==> src/rtl/boss_sprite_ctrl.sv <==
// Boss sprite controller: hit points, horizontal patrol, explosion/dead/respawn sequencing and boss pixel layer.
// Optional hit flash: define BOSS_HIT_FLASH_EN.
//
// state      | meaning
// ST_ALIVE   | patrolling, takes hits, drawn from the sprite bitmap
// ST_EXPLODE | frozen, steps through BOOM_FRAMES explosion bitmaps on tick
// ST_DEAD    | not drawn, waits for revive or the respawn timer
module boss_sprite_ctrl #(
    parameter int          SPR_W         = 128,
    parameter int          SPR_H         = 128,
    parameter int          SCR_W         = 640,
    parameter int          X0            = 256,
    parameter int          Y0            = 0,
    parameter int          SPEED         = 2,
    parameter int          HP_MAX        = 8,
    parameter int          HP_W          = 4,
    parameter int          BOOM_FRAMES   = 4,
    parameter int          FRAME_TICKS   = 8,
    parameter int          RESPAWN_TICKS = 0,
    parameter logic [11:0] TRANSP        = 12'hFFF,
    parameter int          ADDR_W        = 18
) (
    input  logic              clk,
    input  logic              rst,
    input  logic              tick,
    input  logic [9:0]        x,
    input  logic [9:0]        y,
    input  logic              hit,
    input  logic              revive,
    output logic [ADDR_W-1:0] rom_addr,
    input  logic [11:0]       rom_rgb,
    output logic [9:0]        boss_x,
    output logic [9:0]        boss_y,
    output logic [11:0]       rgb,
    output logic              pixel_en,
    output logic              alive,
    output logic [HP_W-1:0]   hp,
    output logic              killed
);
    typedef enum logic [1:0] {ST_ALIVE, ST_EXPLODE, ST_DEAD} state_t;

    localparam int TW = (FRAME_TICKS > 1) ? $clog2(FRAME_TICKS) : 1;
    localparam int FW = $clog2(BOOM_FRAMES + 1);
    localparam int RW = (RESPAWN_TICKS > 1) ? $clog2(RESPAWN_TICKS) : 1;
    localparam logic [10:0]       X_MAX      = 11'(SCR_W - SPR_W);
    localparam logic [10:0]       STEP       = 11'(SPEED);
    localparam logic [TW-1:0]     TICK_LAST  = TW'(FRAME_TICKS - 1);
    localparam logic [FW-1:0]     FRAME_LAST = FW'(BOOM_FRAMES - 1);
    localparam logic [RW-1:0]     RESP_LAST  = RW'(RESPAWN_TICKS - 1);
    localparam logic [HP_W-1:0]   HP_FULL    = HP_W'(HP_MAX);
    localparam logic [ADDR_W-1:0] FRAME_SZ   = ADDR_W'(SPR_W * SPR_H);

    state_t          state;
    logic            dir_left;
    logic [TW-1:0]   tick_cnt;
    logic [FW-1:0]   frame_idx;
    logic [RW-1:0]   resp_cnt;
    logic [10:0]     x_right;
    logic [9:0]      x_left;
    logic            respawn;

    assign x_right = {1'b0, boss_x} + STEP;
    assign x_left  = boss_x - 10'(SPEED);
    assign boss_y  = 10'(Y0);
    assign respawn = revive || (RESPAWN_TICKS > 0 && tick && resp_cnt == RESP_LAST);

    always_ff @(posedge clk or posedge rst) begin
        if (rst) begin
            state     <= ST_ALIVE;
            boss_x    <= 10'(X0);
            dir_left  <= 1'b0;
            hp        <= HP_FULL;
            tick_cnt  <= '0;
            frame_idx <= '0;
            resp_cnt  <= '0;
            alive     <= 1'b1;
            killed    <= 1'b0;
        end else begin
            killed <= 1'b0;
            case (state)
                ST_ALIVE: begin
                    if (tick) begin
                        if (dir_left) begin
                            if ({1'b0, boss_x} <= STEP) begin
                                boss_x   <= '0;
                                dir_left <= 1'b0;
                            end else begin
                                boss_x <= x_left;
                            end
                        end else if (x_right >= X_MAX) begin
                            boss_x   <= X_MAX[9:0];
                            dir_left <= 1'b1;
                        end else begin
                            boss_x <= x_right[9:0];
                        end
                    end
                    if (hit) begin
                        if (hp > HP_W'(1)) begin
                            hp <= hp - HP_W'(1);
                        end else begin
                            hp        <= '0;
                            killed    <= 1'b1;
                            alive     <= 1'b0;
                            state     <= ST_EXPLODE;
                            tick_cnt  <= '0;
                            frame_idx <= '0;
                        end
                    end
                end
                ST_EXPLODE: begin
                    if (tick) begin
                        if (tick_cnt == TICK_LAST) begin
                            tick_cnt  <= '0;
                            frame_idx <= frame_idx + FW'(1);
                            if (frame_idx == FRAME_LAST) begin
                                state    <= ST_DEAD;
                                resp_cnt <= '0;
                            end
                        end else begin
                            tick_cnt <= tick_cnt + TW'(1);
                        end
                    end
                end
                ST_DEAD: begin
                    // revive takes priority over a coincident tick, so no motion on the respawn edge
                    if (respawn) begin
                        state     <= ST_ALIVE;
                        alive     <= 1'b1;
                        boss_x    <= 10'(X0);
                        dir_left  <= 1'b0;
                        hp        <= HP_FULL;
                        tick_cnt  <= '0;
                        frame_idx <= '0;
                    end else if (RESPAWN_TICKS > 0 && tick) begin
                        resp_cnt <= resp_cnt + RW'(1);
                    end
                end
                default: state <= ST_ALIVE;
            endcase
        end
    end

    logic flash_on;
`ifdef BOSS_HIT_FLASH_EN
    localparam logic [2:0] FLASH_TICKS = 3'd4;
    logic [2:0] flash_cnt;

    always_ff @(posedge clk or posedge rst) begin
        if (rst) begin
            flash_cnt <= '0;
        end else if (state == ST_ALIVE && hit) begin
            flash_cnt <= (hp > HP_W'(1)) ? FLASH_TICKS : 3'd0;
        end else if (tick && flash_cnt != 3'd0) begin
            flash_cnt <= flash_cnt - 3'd1;
        end
    end
    assign flash_on = (flash_cnt != 3'd0) && (state == ST_ALIVE);
`else
    assign flash_on = 1'b0;
`endif

    logic [9:0]  col, row;
    logic [10:0] x_end, y_end;
    logic        in_box, in_box_d, visible_d, inv_d;

    assign col    = x - boss_x;
    assign row    = y - boss_y;
    assign x_end  = {1'b0, boss_x} + 11'(SPR_W);
    assign y_end  = {1'b0, boss_y} + 11'(SPR_H);
    assign in_box = (x >= boss_x) && ({1'b0, x} < x_end) && (y >= boss_y) && ({1'b0, y} < y_end);

    // explosion bitmaps follow the sprite bitmap in the ROM, one SPR_W*SPR_H block per frame
    assign rom_addr = ADDR_W'(row) * ADDR_W'(SPR_W) + ADDR_W'(col)
                    + ((state == ST_EXPLODE) ? (ADDR_W'(frame_idx) * FRAME_SZ + FRAME_SZ) : '0);

    always_ff @(posedge clk or posedge rst) begin
        if (rst) begin
            in_box_d  <= 1'b0;
            visible_d <= 1'b0;
            inv_d     <= 1'b0;
        end else begin
            in_box_d  <= in_box;
            visible_d <= (state != ST_DEAD);
            inv_d     <= flash_on;
        end
    end

    assign pixel_en = in_box_d & visible_d & (rom_rgb != TRANSP);
    assign rgb      = !pixel_en ? 12'h000 : (inv_d ? ~rom_rgb : rom_rgb);
endmodule

==> config.mk <==
export PLATFORM = sky130hd
export DESIGN_NAME = boss_sprite_ctrl
export DESIGN_NICKNAME = d
export VERILOG_FILES = /design/src/rtl/boss_sprite_ctrl.sv
export SDC_FILE = /design/constraint.sdc
export NUM_CORES = 1
export LEC_CHECK = 0
export CORE_MARGIN = 8
export CORE_UTILIZATION = 50
export CTS_CLUSTER_DIAMETER = 100
export DETAILED_ROUTE_END_ITERATION = 10
export PLACE_DENSITY = 0.95
export SLEW_MARGIN = 30
export SYNTH_ARGS = -nofsm -noshare
export SYNTH_HDL_FRONTEND = slang
export SYNTH_SLANG_ARGS = --single-unit
==> constraint.sdc <==
create_clock -name clk -period 17.9 [get_ports clk]
set_input_delay 5.37 -clock clk [delete_from_list [all_inputs] [get_ports clk]]
set_output_delay 5.37 -clock clk [all_outputs]
set_load 0.01 [all_outputs]
**After elaboration in Yosys (flattened, before gate mapping)**

Index checks and enable logic that the tools add are counted.

- $add $sub $neg: 10
- Order comparisons: 7
- Eq/ne operators: 13
- Mux-type cells: 41
- Bitwise operators: 2
- Reduce and logical (&&, ||, !) cells: 12

Operators by type and width:

| cell | count |
|---|---|
| 2-to-1 mux 10 bit | 5 |
| 2-to-1 mux 3 bit | 7 |
| case mux 10 bit (2 select lines) | 1 |
| adder 17 x 10 -> 18 bit | 1 |
| adder 17 x 15 -> 18 bit, second input constant | 1 |
| adder 18 bit | 1 |
| 2-to-1 mux 18 bit | 1 |
| case mux 3 bit (3 select lines) | 2 |
| inequality test 2 bit, second input constant | 8 |
| 2-to-1 mux 12 bit | 1 |
| 2-to-1 mux 2 bit | 6 |
| 2-to-1 mux 4 bit | 3 |
| inequality test 12 bit, second input constant | 1 |
| AND reduction 6 bit | 2 |
| adder 10 x 2 -> 11 bit, second input constant | 1 |
| adder 10 x 8 -> 11 bit, second input constant | 1 |
| greater-or-equal comparator 11 x 10 -> 1 bit, second input constant | 1 |
| less-than comparator 10 x 11 -> 1 bit | 1 |
| 2-to-1 mux 1 bit | 11 |
| greater-or-equal comparator 10 x 1 -> 1 bit, second input constant | 1 |
| greater-or-equal comparator 10 bit | 1 |
| <= comparator 10 x 2 -> 1 bit, second input constant | 1 |
| less-than comparator 10 x 8 -> 1 bit, second input constant | 1 |
| subtractor 10 bit | 1 |
| 19 further kinds | 25 |

- Register bits: 27
- Input bits: 37
- Output and inout bits: 57
- Logic and storage cells: 95

**Longest topological paths before layout**

Gate-level depths: netlist of run 1.

- Word-level depth: 6
- Gate-level depth with buffers: 15
- Gate-level depth less buffers: 14

**Worst setup path after synthesis of run 1**

No wires, ideal clock.

- Kind: input -> output
- Start: input x[1]
- End: output rom_addr[14]
- Arrival time: 8.047 ns
- Required time: 12.530 ns
- Path slack: 4.483 ns
- Cell stages on the path: 12
- Path buffers: 0
- Cell sequence: fa_1 -> a21o_1 -> a21oi_1 -> o21ai_0 -> o41ai_1 -> xnor2_1 -> ha_1 -> a21o_1 -> a21oi_1 -> nor2_1 -> and3_1 -> xor2_1

- Word-level cells in the longest chain between the ends: 3

RTL lines:

| element | RTL line | source |
|---|---|---|
| start: declaration | 26 | `input logic [9:0] x,` |
| subtractor 10 bit | 166 | `assign col = x - boss_x;` |
| adder 17 x 10 -> 18 bit | 173 | `assign rom_addr = ADDR_W'(row) * ADDR_W'(SPR_W) + ADDR_W'(col)` |
| adder 18 bit | 174 | `+ ((state == ST_EXPLODE) ? (ADDR_W'(frame_idx) * FRAME_SZ + FRAME_SZ) : '0);` |
| end: declaration | 30 | `output logic [ADDR_W-1:0] rom_addr,` |

Every way passes these cells.

**Worst setup path after layout of run 1**

- Start: input x[1]
- End: output rom_addr[17]

Same word-level chain as after synthesis.

==> qor.txt, run 1 <==
======================================================================================
Status                                                                    complete, no violations
Hold path startpoint                                                             alive
Worst slew margin relative to its limit                                          0.591
Finish-stage setup viols                                                             0
Async SR Flop Fraction                                                            1.00
Final Instance Area                                                        0.00356 mm2
Highest ir drop seen on vdd                                                   0.107 mV
Overall die width                                                              89.1 um
Standby leakage power                                                          1.54 nW
Number of antenna-violating nets in the routed design                                0
CTS H-tree depth                                                                     1
Initial antenna violation count                                                      0
Starting density of the core                                                     0.520
I/O pin count                                                                       94
Synth cell types                                                                    59
Worst Max-Slew Pin Slew                                                       0.612 ns
Yosys warning total                                                                  0
Area of the core                                                           0.00514 mm2
Most common library cell in the layout ignoring fill and taps             sky130_fd_sc_hd__clkdlybuf4s50_1
Launching element type of the critical path                                  input pin
Data required time at the worst endpoint                                      12.53 ns
Clock slew at the register clock pins of the worst setup and hold paths        0.09 ns
Register Area                                                                  654 um2
Data arrival time of the critical path                                         9.34 ns
Clock tree from TritonCTS                                                          yes
Synth Flop Type                                                           sky130_fd_sc_hd__dfrtp_1
Hold Path End                                                                    alive
Post-Route WL                                                                  7.69 mm
RD Place Congestion                                                              0.957
R2r endpoint                                                                  in_box_d
Global Route Usage Sum                                                           0.188
DP HPWL                                                                        6.18 mm
Count of state elements after synthesis                                             26
Hold Path Class                                                           flop to flop
Multi-input logic area                                                     0.00183 mm2
Final worst path period need                                                  14.71 ns
Total clock buffers created by CTS                                                   3
Post-Synthesis Mean Instance Area                                             8.28 um2
Fmax                                                                          68.0 MHz
Number of buffers inserted by port buffering                                        82
Area Growth Syn to Fin                                                           33.0%
Total inserted antenna cells                                                         0
Aggregate negative setup slack                                                    0 ns
FF-to-FF setup slack                                                          15.42 ns
Count of hold-fix buffers inserted at cts                                            0
Crit Path Max Fanout                                                                 3
Number of design rule violations left after detail routing                           0
Ratio of cells with drive above 1 in the final layout                           0.0401
Fillers                                                                            431
Post-CTS sizing                                                                      0
Worst hold slack after final layout                                           0.524 ns
RR Startpoint                                                                boss_x[8]
Cells after Synth                                                                  323
Pin count of the biggest net entering global routing                                27
Clk_skew                                                                    0.00317 ns
RSZ-0062 raised after global routing                                             false
Number of maximum-capacitance violations                                             0
Critical path type                                                        input pin to output port
First drt pass iteration count                                                       5
Largest buffer count on any clock path                                               2
Dpl cell area                                                              0.00349 mm2
Max Transition Viols Final                                                           0
Buffers inserted by post-CTS timing repair                                           0
Die Outline Area                                                           0.00795 mm2
Post-placement cell count                                                          465
Post-layout instance count excluding filler cells                                  469
Number of enable flip-flop cells after synthesis                                     0
Type of element capturing the critical path                                output port
Number of endpoints with negative hold slack in the final report                     0
Vias in the first global route                                                    2657
Count of nets after finishing                                                      468
Insertion delay of the later-clocked pin in the worst-skew pair                0.28 ns
Number of core rows                                                                 26
Summed instance area of the synthesized netlist                            0.00268 mm2
Commonest cells after routing, fill and taps aside                        sky130_fd_sc_hd__clkdlybuf4s50_1 (82), sky130_fd_sc_hd__ha_1 (29), sky130_fd_sc_hd__nor2_1 (26), sky130_fd_sc_hd__inv_1 (24), sky130_fd_sc_hd__dfrtp_1 (23)
Initial drt markers                                                                144
Wire length per cell after detailed routing                                    16.4 um
R2r worst-path depth                                                                 7
Die outline height                                                             89.1 um
Routed vias                                                                       2760
Vias/cell                                                                         5.88
First-pass GRT wire length                                                     12.1 mm
Total number of clock tree sinks                                                    26
Master cell of the clock root buffer                                      sky130_fd_sc_hd__clkbuf_8
Fraction of the cycle the final worst path needs                                 0.822
Worst Hold Depth                                                                     2
Areal power density over the cells                                          165 mW/mm2
GRT Residual Overflow                                                                0
Sequential cell area fraction in the yosys report                                0.245
======================================================================================
logic make-up after synthesis:
family                   count (synthesis)  share of synthesized area
XOR/XNOR                                20                     0.0655
AO/OA/AOI/OAI                           79                      0.200
multiplexers                             5                     0.0243
other                                    2                    0.00281
buffers and inverters                   45                     0.0856
AND/OR/NAND/NOR                        115                      0.226
flip-flops                              26                      0.245
adder cells (fa/ha/maj)                 31                      0.151
worst max-delay path by stage:
stage                     from      endpoint  slack [ns]  cells past startpoint
after global placement    x[1]  rom_addr[17]        3.31                     14
after global routing      x[1]  rom_addr[17]        2.85                     14
after detailed placement  x[1]  rom_addr[17]        3.20                     14
after CTS                 x[1]  rom_addr[17]        3.19                     14
after floorplan           x[1]  rom_addr[14]        4.48                     12
final                     x[1]  rom_addr[17]        3.19                     14
report_power, final:
part           switching, W  total [W]  internal (W)  leakage (nW)
clock             0.0000199  0.0000499     0.0000300        0.0357
sequential        0.0000435   0.000127     0.0000833         0.322
combinational      0.000204   0.000409      0.000205          1.18
registers in the layout, indices dropped and copies added, names as in the netlist:
register	cells
boss_x	9
alive	1
frame_idx	3
hp	4
visible_d	1
state	2
tick_cnt	3
killed	1
dir_left	1
in_box_d	1
stage by stage:
stage | setup WS [ns] | util | total power (W)
finish | 3.19 | 0.692 | 0.000586
global route | 2.85 | 0.692 | 0.000632
CTS | 3.19 | 0.692 | 0.000584
detailed placement | 3.20 | 0.678 | 0.000533
global placement | 3.31 | 0.678 | 0.000519
floorplan | 4.48 | - | 0.000366
cell usage after synthesis (3+ instances only):
library cell | instances | share of area
sky130_fd_sc_hd__a31oi_1 | 3 | 0.0070
sky130_fd_sc_hd__nand3_1 | 10 | 0.019
sky130_fd_sc_hd__xor2_1 | 9 | 0.029
sky130_fd_sc_hd__nor3_1 | 6 | 0.011
sky130_fd_sc_hd__nor2_1 | 26 | 0.036
sky130_fd_sc_hd__a21oi_1 | 14 | 0.026
sky130_fd_sc_hd__nand2b_1 | 5 | 0.012
sky130_fd_sc_hd__nand2_1 | 21 | 0.029
sky130_fd_sc_hd__a211o_1 | 3 | 0.0098
sky130_fd_sc_hd__inv_1 | 25 | 0.035
sky130_fd_sc_hd__ha_1 | 29 | 0.14
sky130_fd_sc_hd__o21ai_0 | 20 | 0.037
sky130_fd_sc_hd__nor2b_1 | 3 | 0.0070
sky130_fd_sc_hd__clkbuf_1 | 3 | 0.0042
sky130_fd_sc_hd__buf_4 | 13 | 0.036
sky130_fd_sc_hd__and3_1 | 8 | 0.019
sky130_fd_sc_hd__a221oi_1 | 4 | 0.013
sky130_fd_sc_hd__o31ai_1 | 3 | 0.0084
sky130_fd_sc_hd__xnor2_1 | 11 | 0.036
sky130_fd_sc_hd__dfstp_2 | 3 | 0.029
sky130_fd_sc_hd__dfrtp_1 | 23 | 0.22
sky130_fd_sc_hd__a21o_1 | 5 | 0.014
sky130_fd_sc_hd__or4_1 | 3 | 0.0084
sky130_fd_sc_hd__and2_1 | 14 | 0.033
sky130_fd_sc_hd__nand4_1 | 7 | 0.016
sky130_fd_sc_hd__a211oi_1 | 5 | 0.014
sky130_fd_sc_hd__nor4_1 | 4 | 0.0094
sky130_fd_sc_hd__buf_2 | 3 | 0.0056
sky130_fd_sc_hd__o22ai_1 | 3 | 0.0070
critical path, stage by stage:
cell and delay [ns]:
sky130_fd_sc_hd__clkdlybuf4s50_1 0.46, sky130_fd_sc_hd__fa_1 0.48, sky130_fd_sc_hd__a21o_1 0.20, sky130_fd_sc_hd__a21oi_1 0.25, sky130_fd_sc_hd__o21ai_0 0.14, sky130_fd_sc_hd__o41ai_1 0.51
sky130_fd_sc_hd__xor2_1 0.18, sky130_fd_sc_hd__fa_1 0.47, sky130_fd_sc_hd__nor2b_1 0.21, sky130_fd_sc_hd__nor2_1 0.09, sky130_fd_sc_hd__o21ai_0 0.15, sky130_fd_sc_hd__a21oi_1 0.10
sky130_fd_sc_hd__xor2_1 0.16, sky130_fd_sc_hd__clkdlybuf4s50_1 0.57
layer usage:
layer	wire (um)	track usage	vias to the layer above
met5	0	0	-
met4	168	0.0438	0
met3	802	0.0423	26
met2	3690	0.335	154
met1	3030	0.223	1279
li1	-	-	1301
cell type report:
type                    count  area share
clock buffers               3      0.0116
multi-input cells         262       0.514
well taps                  70      0.0246
inverters                  25      0.0264
flip-flops and latches     26       0.184
clock inverters             1     0.00844
repair buffers             82       0.231
(Power assumes the default switching activity.)
==> run 2, diff against run 1 <==
Settings changed: CORE_UTILIZATION 50 to 42, PLACE_DENSITY 0.95 to 0.85.
Clock period 17.9 ns to 12.6 ns, I/O delays scaled along.
==> qor.txt, run 2 (synthesis results as in run 1) <==
======================================================================================
Status                                                                    complete, no violations
Post-layout instance count excluding filler cells                                  476   +1.5%
Total number of clock tree sinks                                                    26   unchanged
Worst slew margin relative to its limit                                          0.545   -0.0459
Data arrival time of the critical path                                         7.80 ns   -1.54 ns
Number of design rule violations left after detail routing                           0   unchanged
Post-placement cell count                                                          472   +1.5%
Die Outline Area                                                           0.00918 mm2   +16%
FF-to-FF setup slack                                                          10.11 ns   -5.31 ns
Post-Route WL                                                                  7.40 mm   -3.7%
Vias in the first global route                                                    2581   -2.9%
Overall die width                                                              95.8 um   +7.5%
Largest buffer count on any clock path                                               2   unchanged
Area of the core                                                           0.00624 mm2   +21%
Critical path type                                                        input pin to output port
Starting density of the core                                                     0.429   -0.0918
First drt pass iteration count                                                       4   -1
Wire length per cell after detailed routing                                    15.6 um   -5.1%
R2r worst-path depth                                                                 7   unchanged
Worst Max-Slew Pin Slew                                                       0.674 ns   +0.0623 ns
Register Area                                                                  654 um2   unchanged
Number of core rows                                                                 29   +12%
Global Route Usage Sum                                                           0.157   -0.0308
R2r endpoint                                                                  in_box_d
Initial antenna violation count                                                      0   unchanged
Buffers inserted by post-CTS timing repair                                           0   unchanged
RR Startpoint                                                                boss_x[8]
Count of hold-fix buffers inserted at cts                                            0   unchanged
Clock slew at the register clock pins of the worst setup and hold paths        0.09 ns   about the same
I/O pin count                                                                       94   unchanged
DP HPWL                                                                        6.10 mm   -1.3%
Insertion delay of the later-clocked pin in the worst-skew pair                0.27 ns   about the same
Post-CTS sizing                                                                      0   unchanged
Hold Path End                                                                    alive
Die outline height                                                             95.8 um   +7.5%
Crit Path Max Fanout                                                                 3   unchanged
Total clock buffers created by CTS                                                   3   unchanged
Number of buffers inserted by port buffering                                        82   unchanged
First-pass GRT wire length                                                     11.9 mm   -1.1%
Max Transition Viols Final                                                           0   unchanged
Number of antenna-violating nets in the routed design                                0   unchanged
Worst Hold Depth                                                                     2   unchanged
Pin count of the biggest net entering global routing                                27   unchanged
Clock tree from TritonCTS                                                          yes
Highest ir drop seen on vdd                                                   0.171 mV   +60%
Multi-input logic area                                                     0.00183 mm2   unchanged
Final worst path period need                                                  11.58 ns
Fmax                                                                          86.3 MHz
Fillers                                                                            570   +32%
RD Place Congestion                                                              0.945   -1.3%
Master cell of the clock root buffer                                      sky130_fd_sc_hd__clkbuf_8
Clk_skew                                                                    0.00333 ns   +0.000163 ns
Top flop regs                                                             boss_x: 9 flops, hp: 4 flops
Area Growth Syn to Fin                                                           33.3%
GRT Residual Overflow                                                                0   unchanged
Type of element capturing the critical path                                output port
Total inserted antenna cells                                                         0   unchanged
Most common library cell in the layout ignoring fill and taps             sky130_fd_sc_hd__clkdlybuf4s50_1
Aggregate negative setup slack                                                    0 ns   unchanged
Launch point of the worst path                                                    x[1]
CTS H-tree depth                                                                     1   unchanged
Data required time at the worst endpoint                                       8.82 ns   -3.71 ns
Standby leakage power                                                          1.54 nW   unchanged
Routed vias                                                                       2698   -2.2%
Finish-stage setup viols                                                             0   unchanged
Count of nets after finishing                                                      468   unchanged
Hold Path Class                                                           flop to flop
Number of endpoints with negative hold slack in the final report                     0   unchanged
Flip-flop count of the largest register after layout                                 9   unchanged
Hold path startpoint                                                             alive
Ratio of cells with drive above 1 in the final layout                           0.0401   unchanged
Launching element type of the critical path                                  input pin
Reg with most FFs                                                               boss_x
Fraction of the cycle the final worst path needs                                 0.919
Number of maximum-capacitance violations                                             0   unchanged
Areal power density over the cells                                          231 mW/mm2   +40%
Commonest cells after routing, fill and taps aside                        sky130_fd_sc_hd__clkdlybuf4s50_1 (82), sky130_fd_sc_hd__ha_1 (29), sky130_fd_sc_hd__nor2_1 (26), sky130_fd_sc_hd__inv_1 (24), sky130_fd_sc_hd__dfrtp_1 (23)
RSZ-0062 raised after global routing                                             false
Vias/cell                                                                         5.67   -3.7%
Initial drt markers                                                                116   -19%
======================================================================================
## run 2: final cells by class
cell class	count	area share
inverter	25	0.0263
tap	77	0.0270
timing repair buffer	82	0.230
sequential	26	0.184
multi-input combinational	262	0.513
clock buffer	3	0.0116
clock inverter	1	0.00842
## run 2: per-layer routing
| metal | GRT usage | share of wire | vias to the layer above |
|---|---|---|---|
| li1 | - | - | 1306 |
| met1 | 0.188 | 0.42 | 1270 |
| met2 | 0.282 | 0.49 | 113 |
| met3 | 0.0335 | 0.086 | 9 |
| met4 | 0.0320 | 0.011 | 0 |
| met5 | 0 | 0 | - |
## run 2: worst max path at each step
| stage | end | depth (start not counted) |
|---|---|---|
| after detailed placement | rom_addr[14] | 14 |
| after global routing | rom_addr[17] | 14 |
| final | rom_addr[14] | 14 |
| after floorplan | rom_addr[14] | 12 |
| after CTS | rom_addr[14] | 14 |
| after global placement | rom_addr[17] | 14 |
## run 2: through the flow
step	total power, W	worst slack, ns	utilization	hold WS, ns	area, um2
2_1_floorplan	0.000520	2.36	-	0.498	2710
3_3_place_gp	0.000739	1.16	0.560	0.488	3490
3_5_place_dp	0.000753	1.05	0.560	0.500	3490
4_1_cts	0.000828	1.03	0.571	0.514	3570
5_1_grt	0.000894	0.794	0.571	0.531	3570
6_report	0.000823	1.02	0.571	0.511	3570
## run 2: power by group
group | switching [W] | internal (W)
sequential | 0.0000587 | 0.000118
combinational | 0.000283 | 0.000292
clock | 0.0000279 | 0.0000425
## run 2: worst max-delay path: stages
cell	delay, ns
sky130_fd_sc_hd__clkdlybuf4s50_1	0.46
sky130_fd_sc_hd__fa_1	0.48
sky130_fd_sc_hd__a21o_1	0.20
sky130_fd_sc_hd__a21oi_1	0.26
sky130_fd_sc_hd__o21ai_0	0.14
sky130_fd_sc_hd__o41ai_1	0.57
sky130_fd_sc_hd__xnor2_1	0.19
sky130_fd_sc_hd__ha_1	0.25
sky130_fd_sc_hd__a21o_1	0.16
sky130_fd_sc_hd__a21oi_1	0.28
sky130_fd_sc_hd__nor2_1	0.12
sky130_fd_sc_hd__and3_1	0.20
sky130_fd_sc_hd__xor2_1	0.14
sky130_fd_sc_hd__clkdlybuf4s50_1	0.56
==> run 3, diff against run 2 <==
Settings changed: GPL_TIMING_DRIVEN set to 0.
==> qor.txt, run 3 (synthesis results as in run 1) <==
======================================================================================
FF-to-FF setup slack                                                          10.06 ns   -0.05 ns
Die Outline Area                                                           0.00918 mm2   unchanged
Type of element capturing the critical path                                output port
Fmax                                                                          86.5 MHz   +0.22%
Max Transition Viols Final                                                           0   unchanged
Number of design rule violations left after detail routing                           0   unchanged
Highest ir drop seen on vdd                                                   0.171 mV   about the same
Total inserted antenna cells                                                         0   unchanged
Master cell of the clock root buffer                                      sky130_fd_sc_hd__clkbuf_8
First-pass GRT wire length                                                     12.5 mm   +5.2%
Post-CTS sizing                                                                      0   unchanged
Most common library cell in the layout ignoring fill and taps             sky130_fd_sc_hd__clkdlybuf4s50_1
Global Route Usage Sum                                                           0.165   +0.00762
Vias in the first global route                                                    2737   +6.0%
Data arrival time of the critical path                                         7.78 ns   -0.02 ns
Ratio of cells with drive above 1 in the final layout                           0.0788   +0.0387
Clock slew at the register clock pins of the worst setup and hold paths        0.09 ns   about the same
Initial drt markers                                                                116   unchanged
CTS H-tree depth                                                                     1   unchanged
Hold Path Class                                                           flop to flop
Count of hold-fix buffers inserted at cts                                            0   unchanged
Largest buffer count on any clock path                                               2   unchanged
Reg with most FFs                                                               boss_x
Fraction of the cycle the final worst path needs                                 0.917   -0.00205
Die outline height                                                             95.8 um   unchanged
Top flop regs                                                             boss_x: 9 flops, hp: 4 flops
I/O pin count                                                                       94   unchanged
Total clock buffers created by CTS                                                   3   unchanged
Clock tree from TritonCTS                                                          yes
Vias/cell                                                                         5.59   -1.4%
Area of the core                                                           0.00624 mm2   unchanged
Flip-flop count of the largest register after layout                                 9   unchanged
GRT Residual Overflow                                                                0   unchanged
Number of endpoints with negative hold slack in the final report                     0   unchanged
Starting density of the core                                                     0.429   unchanged
Area Growth Syn to Fin                                                           38.4%
Data required time at the worst endpoint                                       8.82 ns   about the same
Wire length per cell after detailed routing                                    15.4 um   -0.80%
Standby leakage power                                                          1.63 nW   +6.1%
Number of maximum-capacitance violations                                             0   unchanged
Number of buffers inserted by port buffering                                        82   unchanged
Final worst path period need                                                  11.56 ns   -0.0259 ns
Commonest cells after routing, fill and taps aside                        sky130_fd_sc_hd__clkdlybuf4s50_1 (82), sky130_fd_sc_hd__ha_1 (29), sky130_fd_sc_hd__nor2_1 (26), sky130_fd_sc_hd__inv_1 (24), sky130_fd_sc_hd__dfrtp_1 (23)
Worst hold slack after final layout                                           0.502 ns   -0.00820 ns
Crit Path Max Fanout                                                                 3   unchanged
RSZ-0062 raised after global routing                                             false
Routed vias                                                                       2773   +2.8%
RD Place Congestion                                                              0.936   -0.91%
Post-Route WL                                                                  7.65 mm   +3.4%
Number of core rows                                                                 29   unchanged
DP HPWL                                                                        6.33 mm   +3.7%
Total number of clock tree sinks                                                    26   unchanged
First drt pass iteration count                                                       4   unchanged
Areal power density over the cells                                          228 mW/mm2   -1.2%
Launching element type of the critical path                                  input pin
Pin count of the biggest net entering global routing                                27   unchanged
Worst Max-Slew Pin Slew                                                       0.641 ns   -0.0330 ns
Worst slew margin relative to its limit                                          0.571   +0.0263
Critical path type                                                        input pin to output port
Clk_skew                                                                     0.0128 ns   +0.00951 ns
Overall die width                                                              95.8 um   unchanged
Buffers inserted by post-CTS timing repair                                           0   unchanged
Aggregate negative setup slack                                                    0 ns   unchanged
Status                                                                    complete, no violations
Insertion delay of the later-clocked pin in the worst-skew pair                0.28 ns   about the same
Number of antenna-violating nets in the routed design                                0   unchanged
Count of nets after finishing                                                      488   +4.3%
Finish-stage setup viols                                                             0   unchanged
Initial antenna violation count                                                      0   unchanged
======================================================================================
[run 3: cell types whose count changed in the layout (fill, tap and decap cells not counted)]
cell,change
sky130_fd_sc_hd__buf_6,+1
sky130_fd_sc_hd__buf_2,+3
sky130_fd_sc_hd__buf_4,+13
sky130_fd_sc_hd__clkbuf_1,+3
[run 3: area by class of cell]
type | instances | area, um2
plain buffers | 20 | 135
clock buffers | 3 | 41.3
clock inverters | 1 | 30.0
fillers | 554 | 2540
inverters | 25 | 93.8
multi-input cells | 262 | 1830
flip-flops and latches | 26 | 654
well taps | 77 | 96.3
repair buffers | 82 | 821
[run 3: worst paths after layout]
| path | cells past startpoint | from | to |
|---|---|---|---|
| setup / recovery | 14 | x[1] | rom_addr[16] |
| hold / removal | 2 | alive | alive |
| setup reg to reg | 7 | boss_x[8] | in_box_d |
| hold reg to reg | 2 | alive | alive |
| max in group asynchronous | 2 | rst | alive |
| min in group asynchronous | 2 | rst | boss_x[6] |
[run 3: where the power goes]
part / internal, W / switching [W]
logic: 0.000302 / 0.000313
registers: 0.000119 / 0.0000387
clock network: 0.0000425 / 0.0000283
[run 3: routing by layer]
metal / up-vias / wire, um / GRT usage
met4: 0 / 92 / 0.0333
met2: 145 / 3750 / 0.308
met3: 12 / 847 / 0.0382
met1: 1279 / 2960 / 0.186
li1: 1337 / - / -
met5: - / 0 / 0
[run 3: metrics by stage]
step / instances / area [um2] / util / worst slack [ns] / power [W]
floorplan: 333 / 2710 / - / 2.36 / 0.000520
global placement: 492 / 3630 / 0.582 / 1.15 / 0.000753
detailed placement: 492 / 3630 / 0.582 / 1.04 / 0.000770
CTS: 496 / 3700 / 0.593 / 1.02 / 0.000847
global route: 496 / 3700 / 0.593 / 0.840 / 0.000915
finish: 496 / 3700 / 0.593 / 1.04 / 0.000843
[run 3: critical path, cell delays in order]
cell,delay (ns)
sky130_fd_sc_hd__clkdlybuf4s50_1,0.46
sky130_fd_sc_hd__fa_1,0.47
sky130_fd_sc_hd__a21o_1,0.21
sky130_fd_sc_hd__a21oi_1,0.26
sky130_fd_sc_hd__o21ai_0,0.15
sky130_fd_sc_hd__o41ai_1,0.49
sky130_fd_sc_hd__xnor2_1,0.18
sky130_fd_sc_hd__ha_1,0.25
sky130_fd_sc_hd__a21o_1,0.16
sky130_fd_sc_hd__a21oi_1,0.32
sky130_fd_sc_hd__o21bai_1,0.15
sky130_fd_sc_hd__a21oi_1,0.19
sky130_fd_sc_hd__xnor2_1,0.13
sky130_fd_sc_hd__clkdlybuf4s50_1,0.56
